===== config.mk =====
export PLATFORM = sky130hd
export DESIGN_NAME = fmdll_lock_ctrl
export DESIGN_NICKNAME = d
export VERILOG_FILES = /design/src/rtl/fmdll_lock_ctrl.sv
export SDC_FILE = /design/constraint.sdc
export NUM_CORES = 1
export LEC_CHECK = 0
export BUFFER_PORTS_ARGS = -buffer_cell sky130_fd_sc_hd__buf_2
export CAP_MARGIN = 20
export CORE_MARGIN = 2
export CORE_UTILIZATION = 50
export DETAILED_ROUTE_END_ITERATION = 8
export GPL_ROUTABILITY_DRIVEN = 0
export PLACE_DENSITY = 0.69
export REMOVE_ABC_BUFFERS = 1
export SLEW_MARGIN = 20
export SYNTH_ARGS = -nofsm -noshare
export SYNTH_HDL_FRONTEND = slang
export SYNTH_SLANG_ARGS = --single-unit

===== constraint.sdc =====
create_clock -name clk_ext -period 5.75 [get_ports clk_ext]
set_input_delay 1.15 -clock clk_ext [delete_from_list [all_inputs] [get_ports clk_ext]]
set_output_delay 1.15 -clock clk_ext [all_outputs]
set_load 0.01 [all_outputs]

===== src/rtl/fmdll_lock_ctrl.sv =====
// Lock controller for the frequency-multiplying DLL: SAR coarse search, linear fine tracking, lock/unlock detection.
// Define FMDLL_DITHER_FILT_EN so that fine steps need two consecutive same-direction update events.
module fmdll_lock_ctrl #(
   parameter int CODE_W     = 10,
   parameter int N_W        = 4,
   parameter int M_W        = 2,
   parameter int LOCK_CNT   = 8,
   parameter int UNLOCK_CNT = 4
) (
   input  logic              clk_ext,
   input  logic              rst,
   input  logic              en,
   input  logic [M_W-1:0]    M,
   input  logic [N_W-1:0]    N,
   input  logic              pd_valid,
   input  logic              pd_lead,
   input  logic              pd_lag,
   output logic [1:0]        Sel,
   output logic [CODE_W-1:0] code,
   output logic              tick,
   output logic              busy,
   output logic              locked,
   output logic              lock_lost
);

   localparam int BIT_W = (CODE_W > 1) ? $clog2(CODE_W) : 1;
   localparam int QC_W  = $clog2(LOCK_CNT + 1);
   localparam int EC_W  = $clog2(UNLOCK_CNT + 1);

   localparam logic [CODE_W-1:0] CODE_MID  = {1'b1, {(CODE_W-1){1'b0}}};
   localparam logic [CODE_W-1:0] CODE_MAX  = {CODE_W{1'b1}};
   localparam logic [CODE_W-1:0] CODE_ZERO = {CODE_W{1'b0}};
   localparam logic [BIT_W-1:0]  BIT_TOP   = BIT_W'(CODE_W - 1);
   localparam logic [QC_W-1:0]   QC_LOCK   = QC_W'(LOCK_CNT);
   localparam logic [EC_W-1:0]   EC_UNLOCK = EC_W'(UNLOCK_CNT);

   typedef enum logic [2:0] {
      ST_IDLE   = 3'd0,
      ST_SETTLE = 3'd1,
      ST_COARSE = 3'd2,
      ST_FINE   = 3'd3,
      ST_LOCKED = 3'd4
   } state_t;

   typedef enum logic [1:0] {
      DIR_NONE = 2'b00,
      DIR_UP   = 2'b01,
      DIR_DN   = 2'b10
   } dir_t;

   // Last count of the injection period; N=0 behaves as a period of one cycle.
   function automatic logic [N_W-1:0] period_last(input logic [N_W-1:0] n);
      if (n == {N_W{1'b0}}) begin
         period_last = {N_W{1'b0}};
      end else begin
         period_last = n - N_W'(1'b1);
      end
   endfunction

   // One saturating fine step of the delay code.
   function automatic logic [CODE_W-1:0] step_code(input logic [CODE_W-1:0] c, input dir_t d);
      case (d)
         DIR_UP:  step_code = (c == CODE_MAX)  ? c : c + CODE_W'(1'b1);
         DIR_DN:  step_code = (c == CODE_ZERO) ? c : c - CODE_W'(1'b1);
         default: step_code = c;
      endcase
   endfunction

   state_t             state_r, state_nx;
   logic [CODE_W-1:0]  code_r, code_nx;
   logic [N_W-1:0]     n_cnt_r, n_cnt_nx;
   logic [N_W-1:0]     n_reg_r, n_reg_nx;
   logic [M_W-1:0]     m_reg_r, m_reg_nx;
   logic [M_W-1:0]     settle_r, settle_nx;
   logic [BIT_W-1:0]   bit_r, bit_nx;
   logic [QC_W-1:0]    quiet_r, quiet_nx;
   logic [EC_W-1:0]    err_r, err_nx;
   dir_t               prev_r, prev_nx;
   logic [1:0]         sel_r, sel_nx;
   logic               tick_r, tick_nx;
   logic               busy_r, busy_nx;
   logic               locked_r, locked_nx;
   logic               lost_r, lost_nx;

   dir_t               dir_s;
   dir_t               fdir_s;
   logic               update_s;
   logic               restart_s;
   logic               same_s;

   assign update_s  = tick_r & pd_valid;
   assign restart_s = (state_r != ST_IDLE) && ((M != m_reg_r) || (N != n_reg_r));
   assign same_s    = (fdir_s != DIR_NONE) && (fdir_s == prev_r);

   // Phase-detector direction decode; both or neither flag is quiet.
   always_comb begin
      case ({pd_lead, pd_lag})
         2'b10:   dir_s = DIR_UP;
         2'b01:   dir_s = DIR_DN;
         default: dir_s = DIR_NONE;
      endcase
   end

`ifdef FMDLL_DITHER_FILT_EN
   dir_t pend_r, pend_nx;
   logic fine_act_s;

   assign fine_act_s = en && !restart_s && ((state_r == ST_FINE) || (state_r == ST_LOCKED));

   // Direction filter: a step is released only by the second of two matching update events.
   always_comb begin
      fdir_s  = DIR_NONE;
      pend_nx = pend_r;
      if (!fine_act_s) begin
         pend_nx = DIR_NONE;
      end else if (!update_s) begin
         pend_nx = pend_r;
      end else if (dir_s == DIR_NONE) begin
         pend_nx = DIR_NONE;
      end else if (dir_s == pend_r) begin
         fdir_s  = dir_s;
         pend_nx = DIR_NONE;
      end else begin
         pend_nx = dir_s;
      end
   end

   // Pending-direction register of the filter.
   always_ff @(posedge clk_ext) begin
      if (rst) begin
         pend_r <= DIR_NONE;
      end else begin
         pend_r <= pend_nx;
      end
   end
`else
   // Unfiltered: every update event steps in its own direction.
   always_comb begin
      fdir_s = dir_s;
   end
`endif

   // Next-state, datapath and registered-output decode.
   always_comb begin
      state_nx  = state_r;
      code_nx   = code_r;
      n_cnt_nx  = n_cnt_r;
      n_reg_nx  = n_reg_r;
      m_reg_nx  = m_reg_r;
      settle_nx = settle_r;
      bit_nx    = bit_r;
      quiet_nx  = quiet_r;
      err_nx    = err_r;
      prev_nx   = prev_r;
      lost_nx   = 1'b0;

      if (!en) begin
         state_nx  = ST_IDLE;
         n_cnt_nx  = {N_W{1'b0}};
         settle_nx = {M_W{1'b0}};
         quiet_nx  = {QC_W{1'b0}};
         err_nx    = {EC_W{1'b0}};
         prev_nx   = DIR_NONE;
      end else if ((state_r == ST_IDLE) || restart_s) begin
         // Fresh search: a changed M/N restarts quietly, without a lock_lost pulse.
         state_nx  = ST_SETTLE;
         code_nx   = CODE_MID;
         n_cnt_nx  = {N_W{1'b0}};
         n_reg_nx  = N;
         m_reg_nx  = M;
         settle_nx = {M_W{1'b0}};
         quiet_nx  = {QC_W{1'b0}};
         err_nx    = {EC_W{1'b0}};
         prev_nx   = DIR_NONE;
      end else begin
         if (tick_r) begin
            n_cnt_nx = {N_W{1'b0}};
         end else begin
            n_cnt_nx = n_cnt_r + N_W'(1'b1);
         end

         case (state_r)
            ST_SETTLE: begin
               if (tick_r && (settle_r == m_reg_r)) begin
                  state_nx  = ST_COARSE;
                  bit_nx    = BIT_TOP;
                  settle_nx = {M_W{1'b0}};
               end else if (tick_r) begin
                  settle_nx = settle_r + M_W'(1'b1);
               end else begin
                  settle_nx = settle_r;
               end
            end
            ST_COARSE: begin
               if (update_s) begin
                  if (dir_s == DIR_DN) begin
                     code_nx[bit_r] = 1'b0;
                  end else begin
                     code_nx[bit_r] = code_r[bit_r];
                  end
                  if (bit_r != {BIT_W{1'b0}}) begin
                     code_nx[bit_r - BIT_W'(1'b1)] = 1'b1;
                     bit_nx = bit_r - BIT_W'(1'b1);
                  end else begin
                     state_nx = ST_FINE;
                     quiet_nx = {QC_W{1'b0}};
                     err_nx   = {EC_W{1'b0}};
                     prev_nx  = DIR_NONE;
                  end
               end else begin
                  bit_nx = bit_r;
               end
            end
            ST_FINE: begin
               if (update_s) begin
                  code_nx = step_code(code_r, fdir_s);
                  prev_nx = (fdir_s == DIR_NONE) ? prev_r : fdir_s;
                  // Quiet results and dither both count towards lock; a repeated direction means drift.
                  if (same_s) begin
                     quiet_nx = {QC_W{1'b0}};
                  end else begin
                     quiet_nx = quiet_r + QC_W'(1'b1);
                  end
                  if (quiet_nx == QC_LOCK) begin
                     state_nx = ST_LOCKED;
                     err_nx   = {EC_W{1'b0}};
                  end else begin
                     state_nx = ST_FINE;
                  end
               end else begin
                  state_nx = ST_FINE;
               end
            end
            ST_LOCKED: begin
               if (update_s) begin
                  code_nx = step_code(code_r, fdir_s);
                  prev_nx = (fdir_s == DIR_NONE) ? prev_r : fdir_s;
                  if (same_s) begin
                     err_nx = err_r + EC_W'(1'b1);
                  end else begin
                     err_nx = {EC_W{1'b0}};
                  end
                  if (err_nx == EC_UNLOCK) begin
                     state_nx = ST_FINE;
                     lost_nx  = 1'b1;
                     quiet_nx = {QC_W{1'b0}};
                     err_nx   = {EC_W{1'b0}};
                  end else begin
                     state_nx = ST_LOCKED;
                  end
               end else begin
                  state_nx = ST_LOCKED;
               end
            end
            default: begin
               state_nx = ST_IDLE;
            end
         endcase
      end

      if (state_nx == ST_IDLE) begin
         sel_nx = 2'b10;
      end else if (n_cnt_nx == {N_W{1'b0}}) begin
         sel_nx = 2'b01;
      end else begin
         sel_nx = 2'b00;
      end
      tick_nx   = (state_nx != ST_IDLE) && (n_cnt_nx == period_last(n_reg_nx));
      busy_nx   = (state_nx == ST_SETTLE) || (state_nx == ST_COARSE) || (state_nx == ST_FINE);
      locked_nx = (state_nx == ST_LOCKED);
   end

   // Control state and registered outputs; rst overrides every other input.
   always_ff @(posedge clk_ext) begin
      if (rst) begin
         state_r  <= ST_IDLE;
         code_r   <= CODE_ZERO;
         n_cnt_r  <= {N_W{1'b0}};
         n_reg_r  <= {N_W{1'b0}};
         m_reg_r  <= {M_W{1'b0}};
         settle_r <= {M_W{1'b0}};
         bit_r    <= {BIT_W{1'b0}};
         quiet_r  <= {QC_W{1'b0}};
         err_r    <= {EC_W{1'b0}};
         prev_r   <= DIR_NONE;
         sel_r    <= 2'b10;
         tick_r   <= 1'b0;
         busy_r   <= 1'b0;
         locked_r <= 1'b0;
         lost_r   <= 1'b0;
      end else begin
         state_r  <= state_nx;
         code_r   <= code_nx;
         n_cnt_r  <= n_cnt_nx;
         n_reg_r  <= n_reg_nx;
         m_reg_r  <= m_reg_nx;
         settle_r <= settle_nx;
         bit_r    <= bit_nx;
         quiet_r  <= quiet_nx;
         err_r    <= err_nx;
         prev_r   <= prev_nx;
         sel_r    <= sel_nx;
         tick_r   <= tick_nx;
         busy_r   <= busy_nx;
         locked_r <= locked_nx;
         lost_r   <= lost_nx;
      end
   end

   assign Sel       = sel_r;
   assign code      = code_r;
   assign tick      = tick_r;
   assign busy      = busy_r;
   assign locked    = locked_r;
   assign lock_lost = lost_r;

endmodule

=== After elaboration in Yosys (flattened, before gate mapping) ===
Cells that the tools add are included.

* Reduce and logical (&&, ||, !) cells: 36
* Multiplexer cells: 73
* Magnitude comparators: 4
* Add/subtract/negate cells: 8
* Equality and inequality tests: 35
* Bitwise logic cells: 8

{| class="wikitable"
|+ Operator list
! operator !! number
|-
| two-way mux 10 bit || 11
|-
| two-way mux 4 bit || 19
|-
| two-way mux 3 bit || 20
|-
| case mux 10 bit (2 select lines) || 2
|-
| != test 2 bit, second input constant || 9
|-
| AND reduction 6 bit || 3
|-
| == test 3 x 2 -> 1 bit, second input constant || 4
|-
| two-way mux 2 bit || 6
|-
| case mux 3 bit (4 select lines) || 1
|-
| case mux 4 bit (3 select lines) || 1
|-
| nonzero test 3 bit || 4
|-
| adder 10 x 1 -> 10 bit, second input constant || 1
|-
| bitwise AND 10 bit || 1
|-
| bitwise mux 10 bit || 1
|-
| == test 10 bit, second input constant || 1
|-
| zero test 10 bit || 1
|-
| less-than comparator 4 x 5 -> 1 bit, second input constant || 2
|-
| inverter 10 bit || 1
|-
| OR 10 bit || 1
|-
| subtractor 10 x 1 -> 10 bit, second input constant || 1
|-
| == test 3 bit, second input constant || 3
|-
| case mux 3 bit (3 select lines) || 1
|-
| adder 4 x 1 -> 4 bit, second input constant || 2
|-
| demux 1 bit (select 4 bit) || 2
|-
| 36 further kinds || 66
|}

* Register bits: 44

=== Logic depth before layout (Yosys ltp) ===
* Depth after elaboration: 18
* Gate-level depth with buffers: 9

=== Least setup slack after synthesis ===
Ideal clock, no wire load.

* Kind: input port to flip-flop
* Start point: input pd_lead
* End point: register err_r[2]
* Slack: 2.570 ns
* Cell stages on the path: 9
* Arrival: 3.110 ns
* Buffers on the path: 1
* Path through: inv_1 ha_1 buf_4 xor2_1 o31ai_1 nor3_1 a21oi_1 or4b_1 a21oi_1

* Word-level cells in the longest chain between the ends: 13
* Elaborated cells on any way between the ends: 23
* Those cells by class: eq/ne: 6; mux: 14; reduce/logical: 3

{| class="wikitable"
|+ RTL lines
! element !! line !! source
|-
| start: declaration || 16 || <nowiki>input logic pd_lead,</nowiki>
|-
| == test 2 x 1 -> 1 bit or == test 2 bit (tied branches) || 97 || <nowiki>case ({pd_lead, pd_lag})</nowiki>
|-
| case mux 2 bit (2 select lines) (*) || 97 ||
|-
| == test 2 bit or nonzero test 2 bit (tied branches) || 93 || <nowiki>assign same_s = (fdir_s != DIR_NONE) && (fdir_s == prev_r);</nowiki>
|-
| logical AND 1 bit (*) || 93 ||
|-
| two-way mux 3 bit || 238 || <nowiki>if (same_s) begin</nowiki>
|-
| two-way mux 3 bit || 235 || <nowiki>if (update_s) begin</nowiki>
|-
| two-way mux 3 bit || 182 || <nowiki>case (state_r)</nowiki>
|-
| two-way mux 3 bit || 164 || <nowiki>end else if ((state_r == ST_IDLE) || restart_s) begin</nowiki>
|-
| two-way mux 3 bit || 157 || <nowiki>if (!en) begin</nowiki>
|-
| == test 3 bit || 243 || <nowiki>if (err_nx == EC_UNLOCK) begin</nowiki>
|-
| two-way mux 3 bit || 243 ||
|-
| two-way mux 3 bit || 235 ||
|-
| case mux 3 bit (3 select lines) || 182 ||
|-
| end signal: assignment || 284 || <nowiki>err_r <= {EC_W{1'b0}};</nowiki>
|-
| end signal: assignment || 300 || <nowiki>err_r <= err_nx;</nowiki>
|-
| end: declaration || 77 || <nowiki>logic [EC_W-1:0] err_r, err_nx;</nowiki>
|}

Every way passes the cells marked *; elsewhere a longest branch is shown, timed or not. The select of a mux whose other input is x is not followed.
A chain may end at the register's enable or synchronous reset.

=== Worst setup path in the final report ===
* Start point: input pd_lead
* End point: register code_r[8] (netlist: code[8])

* Word-level cells in the longest chain between the ends: 13
* Elaborated cells on any way between the ends: 21
* Those cells by class: eq/ne: 7; mux: 12; bitwise: 1; reduce/logical: 1

{| class="wikitable"
|+ RTL lines
! element !! line !! source
|-
| == test 2 x 1 -> 1 bit or == test 2 bit (tied branches) || 97 ||
|-
| case mux 2 bit (2 select lines) (*) || 97 ||
|-
| == test 2 bit || 62, 196 ||
|-
| two-way mux 10 bit || 196 || <nowiki>if (dir_s == DIR_DN) begin</nowiki>
|-
| two-way mux 10 bit || 195 || <nowiki>if (update_s) begin</nowiki>
|-
| two-way mux 10 bit || 182 ||
|-
| two-way mux 10 bit || 164 ||
|-
| two-way mux 10 bit || 157 ||
|-
| OR 10 bit (no line) || -- ||
|-
| two-way mux 10 bit || 201 || <nowiki>if (bit_r != {BIT_W{1'b0}}) begin</nowiki>
|-
| two-way mux 10 bit || 195 ||
|-
| case mux 10 bit (2 select lines) || 182 ||
|-
| two-way mux 10 bit || 164 ||
|-
| end signal: assignment || 293 || <nowiki>code_r <= code_nx;</nowiki>
|-
| end: declaration || 70 || <nowiki>logic [CODE_W-1:0] code_r, code_nx;</nowiki>
|}

Marked as above.

==> run summary <==
hold_sp -> err_r[1]$_SDFFE_PP0P_
fraction of final layout cells sized beyond drive strength 1 -> 11.64%
yosys warns -> 0
utilization after layout -> 55.94%
row cnt -> 29
unrepaired setup endpoints after global routing -> false
crit path kind -> in -> reg
hold_ws -> 460.8 ps
Final Cycle Share -> 60.59%
HP Class -> reg -> reg
drt first pass iters -> 5
Post-synth EDFFs -> 0
Resize count post-CTS -> 0
DRC viols -> 0
sequential area share after synthesis -> 26.54%
Initial Utilization -> 51.98%
P_int -> 460.1 uW
# IOs -> 28
Buf/Inv on CP -> 2
switch share -> 25.00%
footprint of the multi-input gates -> 0.002323 sq mm
initial drt markers -> 258
maxcap violations -> 0
All-Layer GR Usage -> 22.66%
max-slew violations -> 0
Yosys top cell by area -> dfxtp_1
r2r worst-path depth -> 8
fin cells -> 498
Register Area -> 880.8 sq um
initial antenna violation count -> 0
Tmin final -> 3484 ps
Netlist cell types -> 74
Hold Crit Depth -> 2
Comb power frac -> 11.0%
syn avg cell area -> 8.216 sq um
cell count after synthesis -> 404
P_sw -> 153.3 uW
Synth top area share -> 26.54%
worst path cell trace -> buf_2 -> inv_1 -> ha_1 -> ha_1 -> a21o_1 -> a21oi_1 -> o21ai_0 -> a2111oi_0 -> nor3b_1 -> a22o_1
Crit-path slowest cell -> ha_1
Final Hold Viols -> 0
number of global-route vias before repair -> 2,922
Setup Buffers After CTS -> 0
H-tree depth -> 2
hold buffer count at CTS -> 0
Power per Cell Area -> 171.7 mW/mm^2
Max Root-Sink Buffers -> 2
first-pass GRT wire length -> 13.46 mm
Worst Path Required -> 5940 ps
Synth async-reset ratio -> 0%
clock slew at reported path FFs -> 80 ps
Post-DRT Antenna Nets -> 0
Achievable Freq -> 287.0 MHz
most common flop cell mapped by yosys -> dfxtp_1
WL per Instance -> 15.90 microns
leakage power total -> 0.001404 uW
largest net degree at the start of global routing -> 24
# nets final -> 455
worst slew pin tran -> 791.0 ps
Peak VDD IR -> 113.9 uV
Setup Skew -> 4.925 ps
Worst EP arrival -> 3670 ps
via count -> 3,048
Most Frequent Cell on Critical Path -> ha_1
outcome -> finished clean
clk sinks -> 44
Final TNS setup -> 0 ps
Fill cells -> 599
average via count per standard cell -> 6.120
crit start category -> primary input
Die ar. -> 0.007307 sq mm
die width -> 85.48 microns
IO buf count -> 27
core area -> 0.006386 sq mm
final setup fails -> 0
WL final -> 7.917 mm
diode count -> 0
Hold Path End -> err_r[1]$_SDFFE_PP0P_
r2r setup slk -> 3190 ps
Clock Latency Late Sink -> 290 ps
Reg power frac -> 51.5%
Total Power -> 613.4 uW
Critical Path Fanout Max -> 16
CTS root buf -> clkbuf_8
Slew headroom -> 46.81%
CP peak stage delay -> 580 ps
clock share of power -> 37.6%
Die H -> 85.48 microns
post-placement cell count -> 492
reg2reg end -> err_r[2]$_SDFFE_PP0P_
Crit path max-delay family -> compound AO/OA/AOI/OAI gates
total congestion overflow -> 0
synthesized area -> 0.003319 sq mm
Synth-to-Final Area Change -> 7.614%
leading post-synthesis cells by cell area -> dfxtp_1, ha_1, nand2_1
dpl hpwl -> 5.759 mm
CTS Buf Count -> 5
worst reg2reg startpoint -> bit_r[0]$_SDFFE_PP0P_
CP Capture Type -> flip-flop
number of synthesized register bits -> 44
TritonCTS clock tree -> yes
==> cell usage after synthesis, types with 5 or more instances <==
cell type and number:
nand2_1 42, mux2i_1 13, buf_2 5, dfxtp_1 44, nand3b_1 7, nor2_1 42, nor3b_1 6, o21ai_0 16
a32o_1 5, nand3_1 13, xor2_1 16, ha_1 20, inv_1 10, a31oi_1 5, xnor2_1 8, a21oi_1 27
nor3_1 14, clkbuf_1 7, nand2b_1 9, a21o_1 5
==> worst reg2reg max path: cells and delay by family (launching register included) <==
| kind | cells | cell delay [ps] |
|---|---|---|
| compound gates | 2 | 300 |
| fa+ha+maj | 1 | 360 |
| buf+inv | 1 | 210 |
| flops | 1 | 410 |
| mux | 1 | 150 |
| simple gates | 3 | 1060 |
==> metrics by stage <==
stage	worst slack [ps]	area, sq um
after global placement	2079	3473
after detailed placement	1979	3473
after CTS	2280	3572
after global routing	1985	3572
after floorplan	2485	3242
final	2266	3572
==> layout by cell type, fill, tap and decap left out, types with 6 or more instances in the layout <==
cell	n
dfxtp_1	44
xnor2_1	8
ha_1	20
nand2b_1	9
mux2i_1	13
buf_2	27
nor3_1	14
nor3b_1	6
xor2_1	16
nand3_1	13
nand2_1	42
a21oi_1	27
o21ai_0	16
inv_1	10
nand3b_1	7
nor2_1	42
==> logic make-up (layout without fill, tap and decap cells) <==
group | after synthesis | in the layout | synth area share, %
compound gates | 98 | 98 | 21.03
fa+ha+maj | 21 | 21 | 8.142
simple gates | 174 | 174 | 28.53
flops | 44 | 44 | 26.54
mux | 17 | 17 | 5.955
xor+xnor | 24 | 24 | 6.332
buf+inv | 26 | 43 | 3.468
==> worst max-delay path by stage <==
stage,depth (start not counted),slack (ps),end,from
CTS,10,2280,code[8]$_SDFFE_PP0P_,pd_lead
global route,10,1990,code[8]$_SDFFE_PP0P_,pd_lead
global placement,10,2080,code[8]$_SDFFE_PP0P_,pd_lead
detailed placement,10,1980,code[8]$_SDFFE_PP0P_,pd_lead
floorplan,9,2480,code[8]$_SDFFE_PP0P_,pd_lead
finish,10,2270,code[8]$_SDFFE_PP0P_,pd_lead
==> power groups by stage <==
stage	registers [uW]	logic, uW	clock network, uW
5_1_grt	317	75.7	246
6_report	316	67.3	230
3_5_place_dp	323	66.9	0
4_1_cts	316	67.2	234
2_1_floorplan	322	44.2	0
3_3_place_gp	323	65.8	0
==> layout make-up <==
type | instances | share of cell area (%)
sequential | 44 | 24.66
inverter | 10 | 1.051
timing repair buffer | 27 | 3.783
tap | 77 | 2.697
clock inverter | 1 | 0.8406
clock buffer | 5 | 1.926
multi-input combinational | 334 | 65.04
==> state kept, by name, summed over array words and instances, names as in the netlist <==
name	flops
code	10
bit_r	4
n_cnt_r	4
n_reg_r	4
quiet_r	4
err_r	3
state_r	3
Sel	2
m_reg_r	2
prev_r	2
settle_r	2
busy	1
lock_lost	1
locked	1
tick	1
==> layer usage <==
layer | up-vias | global-route usage (%) | share of wire [%]
met5 | - | 0 | 0
met4 | 0 | 7.937 | 0.99
met3 | 8 | 2.724 | 4.3
met2 | 85 | 38.57 | 48
met1 | 1423 | 29.59 | 46
li1 | 1532 | - | -
Power figures use the tool's default switching activity.
